==> src/rtl/lsu_pkg.sv <==
// Shared types for the load/store unit: size codes, FSM states, request check.
// LSU_SUBWORD_EN enables byte/halfword accesses; without it only words are legal.
package lsu_pkg;

    localparam logic [1:0] SZ_BYTE = 2'b00;
    localparam logic [1:0] SZ_HALF = 2'b01;
    localparam logic [1:0] SZ_WORD = 2'b10;
    localparam logic [1:0] SZ_BAD  = 2'b11;

`ifdef LSU_SUBWORD_EN
    localparam bit SUBWORD_EN = 1'b1;
`else
    localparam bit SUBWORD_EN = 1'b0;
`endif

    typedef enum logic [2:0] {
        S_IDLE,
        S_RD,
        S_CAP,
        S_WR,
        S_DONE
    } lsu_state_t;

    // True when a request must be rejected without touching memory.
    function automatic logic req_bad(
        input logic [1:0]  sz,
        input logic [31:0] a,
        input int          mem_bytes
    );
        logic [32:0] last;
        logic        bad_sz;
        logic        misal;
        // Highest byte of the aligned word that would be accessed.
        last   = {1'b0, a[31:2], 2'b11};
        bad_sz = (sz == SZ_BAD) || (!SUBWORD_EN && sz != SZ_WORD);
        misal  = (sz == SZ_HALF && a[0]) ||
                 (sz == SZ_WORD && a[1:0] != 2'b00);
        return bad_sz || misal || (last >= 33'(mem_bytes));
    endfunction

endpackage

==> src/rtl/load_store_unit_if.sv <==
// Data memory port: word address, write data/strobe, read strobe, read data.
// master = load/store unit, slave = memory (readData valid cycle after read).
interface load_store_unit_if;

    logic [31:0] address;
    logic [31:0] writeData;
    logic        memoryWrite;
    logic        memoryRead;
    logic [31:0] readData;

    modport master (
        output address,
        output writeData,
        output memoryWrite,
        output memoryRead,
        input  readData
    );

    modport slave (
        input  address,
        input  writeData,
        input  memoryWrite,
        input  memoryRead,
        output readData
    );

endinterface

==> src/rtl/lsu_lane_format.sv <==
// Big-endian lane logic: load extract/extend and store lane merge.
// Ports: size, offset, sign_ext, rdata, wdata in; load_val, merged out.
`ifdef LSU_SUBWORD_EN
module lsu_lane_format
    import lsu_pkg::*;
(
    input  logic [1:0]  size,
    input  logic [1:0]  offset,
    input  logic        sign_ext,
    input  logic [31:0] rdata,
    input  logic [31:0] wdata,
    output logic [31:0] load_val,
    output logic [31:0] merged
);

    logic [4:0]  bsh;
    logic [4:0]  hsh;
    logic [7:0]  bval;
    logic [15:0] hval;

    always_comb begin
        // Byte k lives at bits [31-8k -: 8], i.e. shifted by 8*(3-k).
        bsh      = {~offset, 3'b000};
        hsh      = {~offset[1], 4'b0000};
        bval     = 8'(rdata >> bsh);
        hval     = 16'(rdata >> hsh);
        load_val = rdata;
        merged   = wdata;
        case (size)
            SZ_BYTE: begin
                load_val = {{24{sign_ext & bval[7]}}, bval};
                merged   = (rdata & ~(32'h0000_00FF << bsh)) |
                           ({24'b0, wdata[7:0]} << bsh);
            end
            SZ_HALF: begin
                load_val = {{16{sign_ext & hval[15]}}, hval};
                merged   = (rdata & ~(32'h0000_FFFF << hsh)) |
                           ({16'b0, wdata[15:0]} << hsh);
            end
            default: ;
        endcase
    end

endmodule
`endif

==> src/rtl/load_store_unit.sv <==
// Load/store unit: one CPU request at a time against a word memory port.
// Ports: clk, reset, start/opWrite/size/signedLoad/cpuAddress/cpuWriteData
// in; busy/done/error/loadData out; mem = memory master port.
// LSU_SUBWORD_EN adds byte/halfword loads and read-modify-write stores.
module load_store_unit
    import lsu_pkg::*;
#(
    parameter int MEM_BYTES = 64
) (
    input  logic        clk,
    input  logic        reset,
    input  logic        start,
    input  logic        opWrite,
    input  logic [1:0]  size,
    input  logic        signedLoad,
    input  logic [31:0] cpuAddress,
    input  logic [31:0] cpuWriteData,
    output logic        busy,
    output logic        done,
    output logic        error,
    output logic [31:0] loadData,
    load_store_unit_if.master mem
);

    lsu_state_t  state;
    logic [31:0] addr_q;
    logic [31:0] wdata_q;
    logic        rd_q;
    logic        wr_q;
    logic        req_write;
    logic [31:0] fmt_load;
    logic [31:0] fmt_merge;
    logic        bad;
    logic        direct_wr;

    assign bad       = req_bad(size, cpuAddress, MEM_BYTES);
    assign direct_wr = opWrite && (size == SZ_WORD);

`ifdef LSU_SUBWORD_EN
    logic [1:0]  req_size;
    logic [1:0]  req_off;
    logic        req_signed;
    logic [31:0] req_data;

    lsu_lane_format u_fmt (
        .size     (req_size),
        .offset   (req_off),
        .sign_ext (req_signed),
        .rdata    (mem.readData),
        .wdata    (req_data),
        .load_val (fmt_load),
        .merged   (fmt_merge)
    );
`else
    logic unused_sigs;
    assign unused_sigs = signedLoad;
    assign fmt_load    = mem.readData;
    assign fmt_merge   = wdata_q;
`endif

    always_ff @(posedge clk) begin
        if (reset) begin
            state     <= S_IDLE;
            busy      <= 1'b0;
            done      <= 1'b0;
            error     <= 1'b0;
            loadData  <= '0;
            addr_q    <= '0;
            wdata_q   <= '0;
            rd_q      <= 1'b0;
            wr_q      <= 1'b0;
            req_write <= 1'b0;
`ifdef LSU_SUBWORD_EN
            req_size   <= SZ_WORD;
            req_off    <= 2'b00;
            req_signed <= 1'b0;
            req_data   <= '0;
`endif
        end else begin
            case (state)
                S_IDLE: if (start) begin
                    req_write <= opWrite;
`ifdef LSU_SUBWORD_EN
                    req_size   <= size;
                    req_off    <= cpuAddress[1:0];
                    req_signed <= signedLoad;
                    req_data   <= cpuWriteData;
`endif
                    if (bad) begin
                        state <= S_DONE;
                        done  <= 1'b1;
                        error <= 1'b1;
                    end else begin
                        busy   <= 1'b1;
                        addr_q <= {cpuAddress[31:2], 2'b00};
                        if (direct_wr) begin
                            state   <= S_WR;
                            wr_q    <= 1'b1;
                            wdata_q <= cpuWriteData;
                        end else begin
                            // Loads and sub-word stores read first.
                            state <= S_RD;
                            rd_q  <= 1'b1;
                        end
                    end
                end
                S_RD: begin
                    rd_q  <= 1'b0;
                    state <= S_CAP;
                end
                S_CAP: if (req_write) begin
                    wdata_q <= fmt_merge;
                    wr_q    <= 1'b1;
                    state   <= S_WR;
                end else begin
                    loadData <= fmt_load;
                    done     <= 1'b1;
                    busy     <= 1'b0;
                    state    <= S_DONE;
                end
                S_WR: begin
                    wr_q  <= 1'b0;
                    done  <= 1'b1;
                    busy  <= 1'b0;
                    state <= S_DONE;
                end
                S_DONE: begin
                    done  <= 1'b0;
                    error <= 1'b0;
                    state <= S_IDLE;
                end
                default: state <= S_IDLE;
            endcase
        end
    end

    assign mem.address     = addr_q;
    assign mem.writeData   = wdata_q;
    assign mem.memoryRead  = rd_q;
    assign mem.memoryWrite = wr_q;

endmodule

==> src/flat_wrapper.sv <==
// flat-port wrapper written by rule: the top's interface ports become plain ports
module load_store_unit_flat import lsu_pkg::*;
#(
    parameter int MEM_BYTES = 64
)
  (clk, reset, start, opWrite, size, signedLoad, cpuAddress, cpuWriteData, busy, done, error, loadData, mem_address, mem_writeData, mem_memoryWrite, mem_memoryRead, mem_readData);
  load_store_unit_if mem_i ();
  input  logic clk;
  input  logic reset;
  input  logic start;
  input  logic opWrite;
  input  logic [1:0] size;
  input  logic signedLoad;
  input  logic [31:0] cpuAddress;
  input  logic [31:0] cpuWriteData;
  output logic busy;
  output logic done;
  output logic error;
  output logic [31:0] loadData;
  output wire logic [$bits(mem_i.address)-1:0] mem_address;
  output wire logic [$bits(mem_i.writeData)-1:0] mem_writeData;
  output wire logic [$bits(mem_i.memoryWrite)-1:0] mem_memoryWrite;
  output wire logic [$bits(mem_i.memoryRead)-1:0] mem_memoryRead;
  input wire logic [$bits(mem_i.readData)-1:0] mem_readData;
  assign mem_address = mem_i.address;
  assign mem_writeData = mem_i.writeData;
  assign mem_memoryWrite = mem_i.memoryWrite;
  assign mem_memoryRead = mem_i.memoryRead;
  assign mem_i.readData = mem_readData;
  load_store_unit #(.MEM_BYTES(MEM_BYTES)) u_core (.clk(clk), .reset(reset), .start(start), .opWrite(opWrite), .size(size), .signedLoad(signedLoad), .cpuAddress(cpuAddress), .cpuWriteData(cpuWriteData), .busy(busy), .done(done), .error(error), .loadData(loadData), .mem(mem_i));
endmodule
==> config.mk <==
export PLATFORM = sky130hd
export DESIGN_NAME = load_store_unit_flat
export DESIGN_NICKNAME = d
export VERILOG_FILES = /design/src/rtl/lsu_pkg.sv /design/src/rtl/load_store_unit_if.sv /design/src/rtl/lsu_lane_format.sv /design/src/rtl/load_store_unit.sv /design/src/flat_wrapper.sv
export SDC_FILE = /design/constraint.sdc
export NUM_CORES = 1
export LEC_CHECK = 0
export ABC_AREA = 1
export CAP_MARGIN = 10
export CORE_MARGIN = 2
export CORE_UTILIZATION = 40
export DETAILED_ROUTE_END_ITERATION = 6
export PLACE_DENSITY = 0.86
export SKIP_LAST_GASP = 1
export SYNTH_ARGS = -nofsm -noshare
export SYNTH_HDL_FRONTEND = slang
export SYNTH_SLANG_ARGS = --single-unit
export TNS_END_PERCENT = 20
==> constraint.sdc <==
create_clock -name clk -period 1.85 [get_ports clk]
set_clock_uncertainty 0.05 [all_clocks]
set_input_delay 0.37 -clock clk [delete_from_list [all_inputs] [get_ports clk]]
set_output_delay 0.37 -clock clk [all_outputs]
set_load 0.02 [all_outputs]
# Word level (Yosys, flattened, before mapping)
# Index checks and enable logic that the tools add are counted.
# W data, S select, Z words.
word_totals:
  register_bits: 103
  input_bits: 103
  out_inout_bits: 101
  elab_cells: 73
op_classes:
  order_cmp: 1
  eq_ne: 15
  mux: 23
  bitwise_logic: 2
  n_reduce_logical: 22
op_table:
  columns: ["cell", "count"]
  rows:
  - ["$ge A32 B7 Y1 const B", 1]
  - ["$reduce_and A4 Y1", 4]
  - ["$mux W1", 13]
  - ["$pmux W3 S4", 1]
  - ["$ne A2 B2 Y1 const B", 5]
  - ["$mux W3", 3]
  - ["$eq A3 B2 Y1 const B", 2]
  - ["$ne A2 B1 Y1 const B", 3]
  - ["$pmux W1 S3", 2]
  - ["$reduce_and A3 Y1", 2]
  - ["$reduce_bool A2 Y1", 3]
  - ["$reduce_and A5 Y1", 1]
  - ["$eq A2 B2 Y1 const B", 2]
  - ["$logic_or A1 B1 Y1", 4]
  - ["$pmux W1 S2", 2]
  - ["$pmux W1 S4", 1]
  - ["$reduce_and A2 Y1", 2]
  - ["$reduce_bool A4 Y1", 1]
  - ["$eq A3 B1 Y1 const B", 1]
  - ["$eq A3 B3 Y1 const B", 1]
  - ["$logic_and A1 B1 Y1", 3]
  - ["$logic_not A3 Y1", 1]
  - ["$reduce_bool A3 Y1", 1]
  - ["$eq A2 B1 Y1 const B", 1]
  - ["other kinds (2)", 3]

# Logic depth before layout (Yosys ltp)
depth:
  depth_word: 8
  mapped_depth: 11
  mapped_depth_nobuf: 10

# Least setup slack after synthesis
# OpenSTA, ideal clock, no wires.
synth_path:
  path_kind: "input -> register"
  startpoint: "in cpuAddress[9]"
  endpoint: "reg u_core.wdata_q[0], in the netlist u_core.mem.writeData[0]"
  setup_time_ns: 0.113
  arrival_time_ns: 1.310
  required_time_ns: 1.687
  path_slack_ns: 0.377
  stages: 9
  n_path_buf: 1
  cell_sequence: "nor2_1 -> nand2_1 -> nor2_1 -> nand2_1 -> nor2_4 -> nand4_4 -> buf_2 -> nor2_1 -> nor2_1"
synth_via:
  elab_chain_cells: 4
synth_lines:
  columns: ["element", "line_no", "text"]
  rows:
  - ["start: declaration", "flat_wrapper.sv:14", "input logic [31:0] cpuAddress;"]
  - ["$ge A32 B7 Y1", "lsu_pkg.sv:38", "return bad_sz || misal || (last >= 33'(mem_bytes));"]
  - ["$logic_or A1 B1 Y1", "lsu_pkg.sv:38", null]
  - ["$not A1 Y1 (no line)", null, null]
  - ["$reduce_and A4 Y1 (no line)", null, null]
  - ["end signal: assignment", "load_store_unit.sv:99", "wdata_q <= cpuWriteData;"]
  - ["end signal: assignment", "load_store_unit.sv:112", "wdata_q <= fmt_merge;"]
  - ["end: declaration", "load_store_unit.sv:27", "logic [31:0] wdata_q;"]
# No other way between the ends.
# A chain may end at the register's enable or synchronous reset.

# Worst setup path after layout
layout_path:
  startpoint: "reg u_core.loadData[29]"
  endpoint: "out loadData[29]"
layout_rtl:
  columns: ["element", "line_no", "text"]
  rows:
  - ["start: declaration", "load_store_unit.sv:21", "output logic [31:0] loadData,"]
  - ["start signal: assignment", "load_store_unit.sv:116", "loadData <= fmt_load;"]
  - ["end: declaration", "flat_wrapper.sv:19", "output logic [31:0] loadData;"]
# No word-level cell between the ends.

==> impl_metrics.csv <==
group,metric,value,unit
run_status,outcome,"completed",
die,core,0.00973,mm^2
grt,grt_pass1_wl,17600,um
critical_path,arrival,1.35,ns
synthesis,synth_edf_count,0,
clock_network,ctsResizeCount,0,
critical_path,cp.required,1.43,ns
drt,drt-total-wl,10800,um
min_path,hold_path_end,"u_core.mem.memoryWrite",
critical_path,crit_path_end_kind,"output pin",
min_path,hp-start,"u_core.mem.memoryWrite",
clock_network,cts_buffer_depth,2,
critical_path,timing.rr.end,"u_core.mem.address[2]",
timing,finalSetupTns,0,ns
synthesis,synth_top_area_frac,0.517,
clock_network,cts_hold_buf,0,
drt,vias_per_cell,4.44,
final_layout,syn2layout_area_growth,59.7,%
placement,dp_hpwl,8180,um
critical_path,crit_family,"buffers and inverters",
drt,drt_iter0_drc,162,
die,num_io_pins,204,
grt,grt_max_degree,65,
grt,antenna_found_initial,0,
critical_path,rr_startpoint,"u_core.state[1]",
grt,grt-ovfl-total,0,
placement,dp_cells,884,
critical_path,crit_chain,"clkdlybuf4s50_1",
die,fp-row-count,36,
clock_network,clk_latency,0.35,ns
final_layout,antenna_cells,0,
min_path,min_path_cells,2,
timing,slew_viol_final,0,
synthesis,synth_area_leader_cell,"dfxtp_1",
critical_path,r2r_slack,0.29,ns
clock_network,clk_pin_slew,0.09,ns
synthesis,ys_types,20,
timing,hold_viol_final,0,
synthesis,yosysMostFrequentCell,"nor2_1",
synthesis,synth_area,0.00399,mm^2
drt,drc,0,
drt,drtPass1Iterations,4,
drt,ant_nets,0,
synthesis,synth.avg_cell_area,7.07,um^2
clock_network,cts_tree,"done",
final_layout,regArea,0.00206,mm^2
synthesis,synth_area_leaders,"dfxtp_1 52%, nor2_1 16%, nand2_1 8.5%",
timing,setup_violations,0,
grt,track_usage,0.200,
run,max-cap-violations,0,
placement,gp_congestion,0.799,
min_path,min_path_type,"flop to flop",
drt,wl_per_cell,12.1,um
final_layout,multi_input_area,0.00146,mm^2
synthesis,async_reset_ff_frac,0,
synthesis,synth_common_cells,"166 x nor2_1, 103 x dfxtp_1, 90 x nand2_1, 85 x inv_1, 40 x o21ai_0",
placement,pre_cts_ws,-0.235,ns
timing,max_clock_freq,0.565,GHz
synthesis,synth_seq_area_share,0.517,
die,die_height,104,um
synthesis,ys_seq_elements,103,
clock_network,cts_setup_buffers,0,
synthesis,synthFlopType,"dfxtp_1",
placement,portBuffers,200,
timing,final.setup.worst_slack,0.0788,ns
critical_path,crit_path_start_kind,"flop",
clock_network,cts_buffers,9,
clock_network,cts_max_level,3,
critical_path,cp.depth,1,
grt,grt_pass1_vias,3852,
timing,rsz0062_at_grt,"no",
synthesis,syn_inst,564,
critical_path,crit_fanout,2,
critical_path,cp_slowest_stage_delay,0.62,ns
final_layout,layoutNonFillerInstCount,899,
timing,finalCriticalPeriod,1.77,ns
power,peakVddDrop,0.372,mV
clock_network,cts_root_buf,"clkbuf_8",
final_layout,final_nets,865,
critical_path,criticalPathCategory,"flop to output pin",
drt,routed-via-count,3995,
timing,fin_crit_sh,0.957,
critical_path,r2r_cells,9,
clock_network,clock_sinks,103,
die,die_w,104,um
final_layout,fillers,786,
die,dieArea,0.0108,mm^2
critical_path,critPathSlowestCell,"clkdlybuf4s50_1",
power,power_leakage,3.04,nW
power,powerDensity,622,mW/mm^2
synthesis,synth_warnings,0,
die,start_util,0.410,
critical_path,crit_buf_inv,1,
final_layout,drive_above_1_share,0.0470,
## per-stage QoR
step           power, mW   util  hold WS [ns]  area, um^2
2_1_floorplan       2.38      -         0.389        3990
3_3_place_gp        2.63  0.635         0.390        6180
3_5_place_dp        2.63  0.635         0.389        6180
4_1_cts             4.03  0.655         0.404        6370
5_1_grt             4.14  0.655         0.425        6370
6_report            3.96  0.655         0.402        6370
## flip-flops by register name (all words and copies together), names as in the netlist
name	count
u_core.busy	1
u_core.done	1
u_core.error	1
u_core.loadData	32
u_core.mem.address	30
u_core.mem.memoryRead	1
u_core.mem.memoryWrite	1
u_core.mem.writeData	32
u_core.req_write	1
u_core.state	3
## layer usage
layer | up-vias | part of all wire | global-route usage
li1 | 2076 | - | -
met1 | 1750 | 0.42 | 0.233
met2 | 158 | 0.48 | 0.337
met3 | 11 | 0.090 | 0.0727
met4 | 0 | 0.014 | 0.0734
met5 | - | 0 | 0
## cells in the final DEF, fill, tap and decap left out, drive strengths merged, types with 2 or more instances in the layout
cell type / instances
clkdlybuf4s50: 200
nor2: 169
dfxtp: 103
nand2: 90
inv: 89
o21ai: 40
nand3: 36
buf: 13
clkbuf: 9
a21oi: 8
conb: 2
clkinvlp: 2
## logic make-up after synthesis
group,after synthesis,share of synthesized area
buffers and inverters,114,0.119
and+or+nand+nor,296,0.300
DFF,103,0.517
AOI/OAI and AO/OA,50,0.0637
other,1,0.000940
## report_power, final
part | switching [mW] | leakage [nW] | internal (mW)
clock | 0.750 | 0.0936 | 0.630
sequential | 0.00803 | 0.830 | 2.22
combinational | 0.122 | 2.12 | 0.229
## how the worst max path moves through the flow
stage / startpoint / endpoint / slack, ns
finish: u_core.loadData[29] / loadData[29] / 0.08
global route: u_core.mem.address[22] / mem_address[22] / 0.01
CTS: u_core.loadData[29] / loadData[29] / 0.04
detailed placement: cpuAddress[22] / u_core.mem.writeData[6] / -0.24
global placement: size[1] / u_core.mem.writeData[23] / -0.14
floorplan: cpuAddress[9] / u_core.mem.writeData[0] / 0.38
## area by class of cell
type	count	share of cell area
Tap cell	133	0.0261
Multi-Input combinational cell	348	0.229
Clock buffer	9	0.0194
Timing Repair Buffer	213	0.339
Inverter	87	0.0513
Sequential cell	103	0.324
Clock inverter	6	0.0110
(Power assumes the default switching activity.)
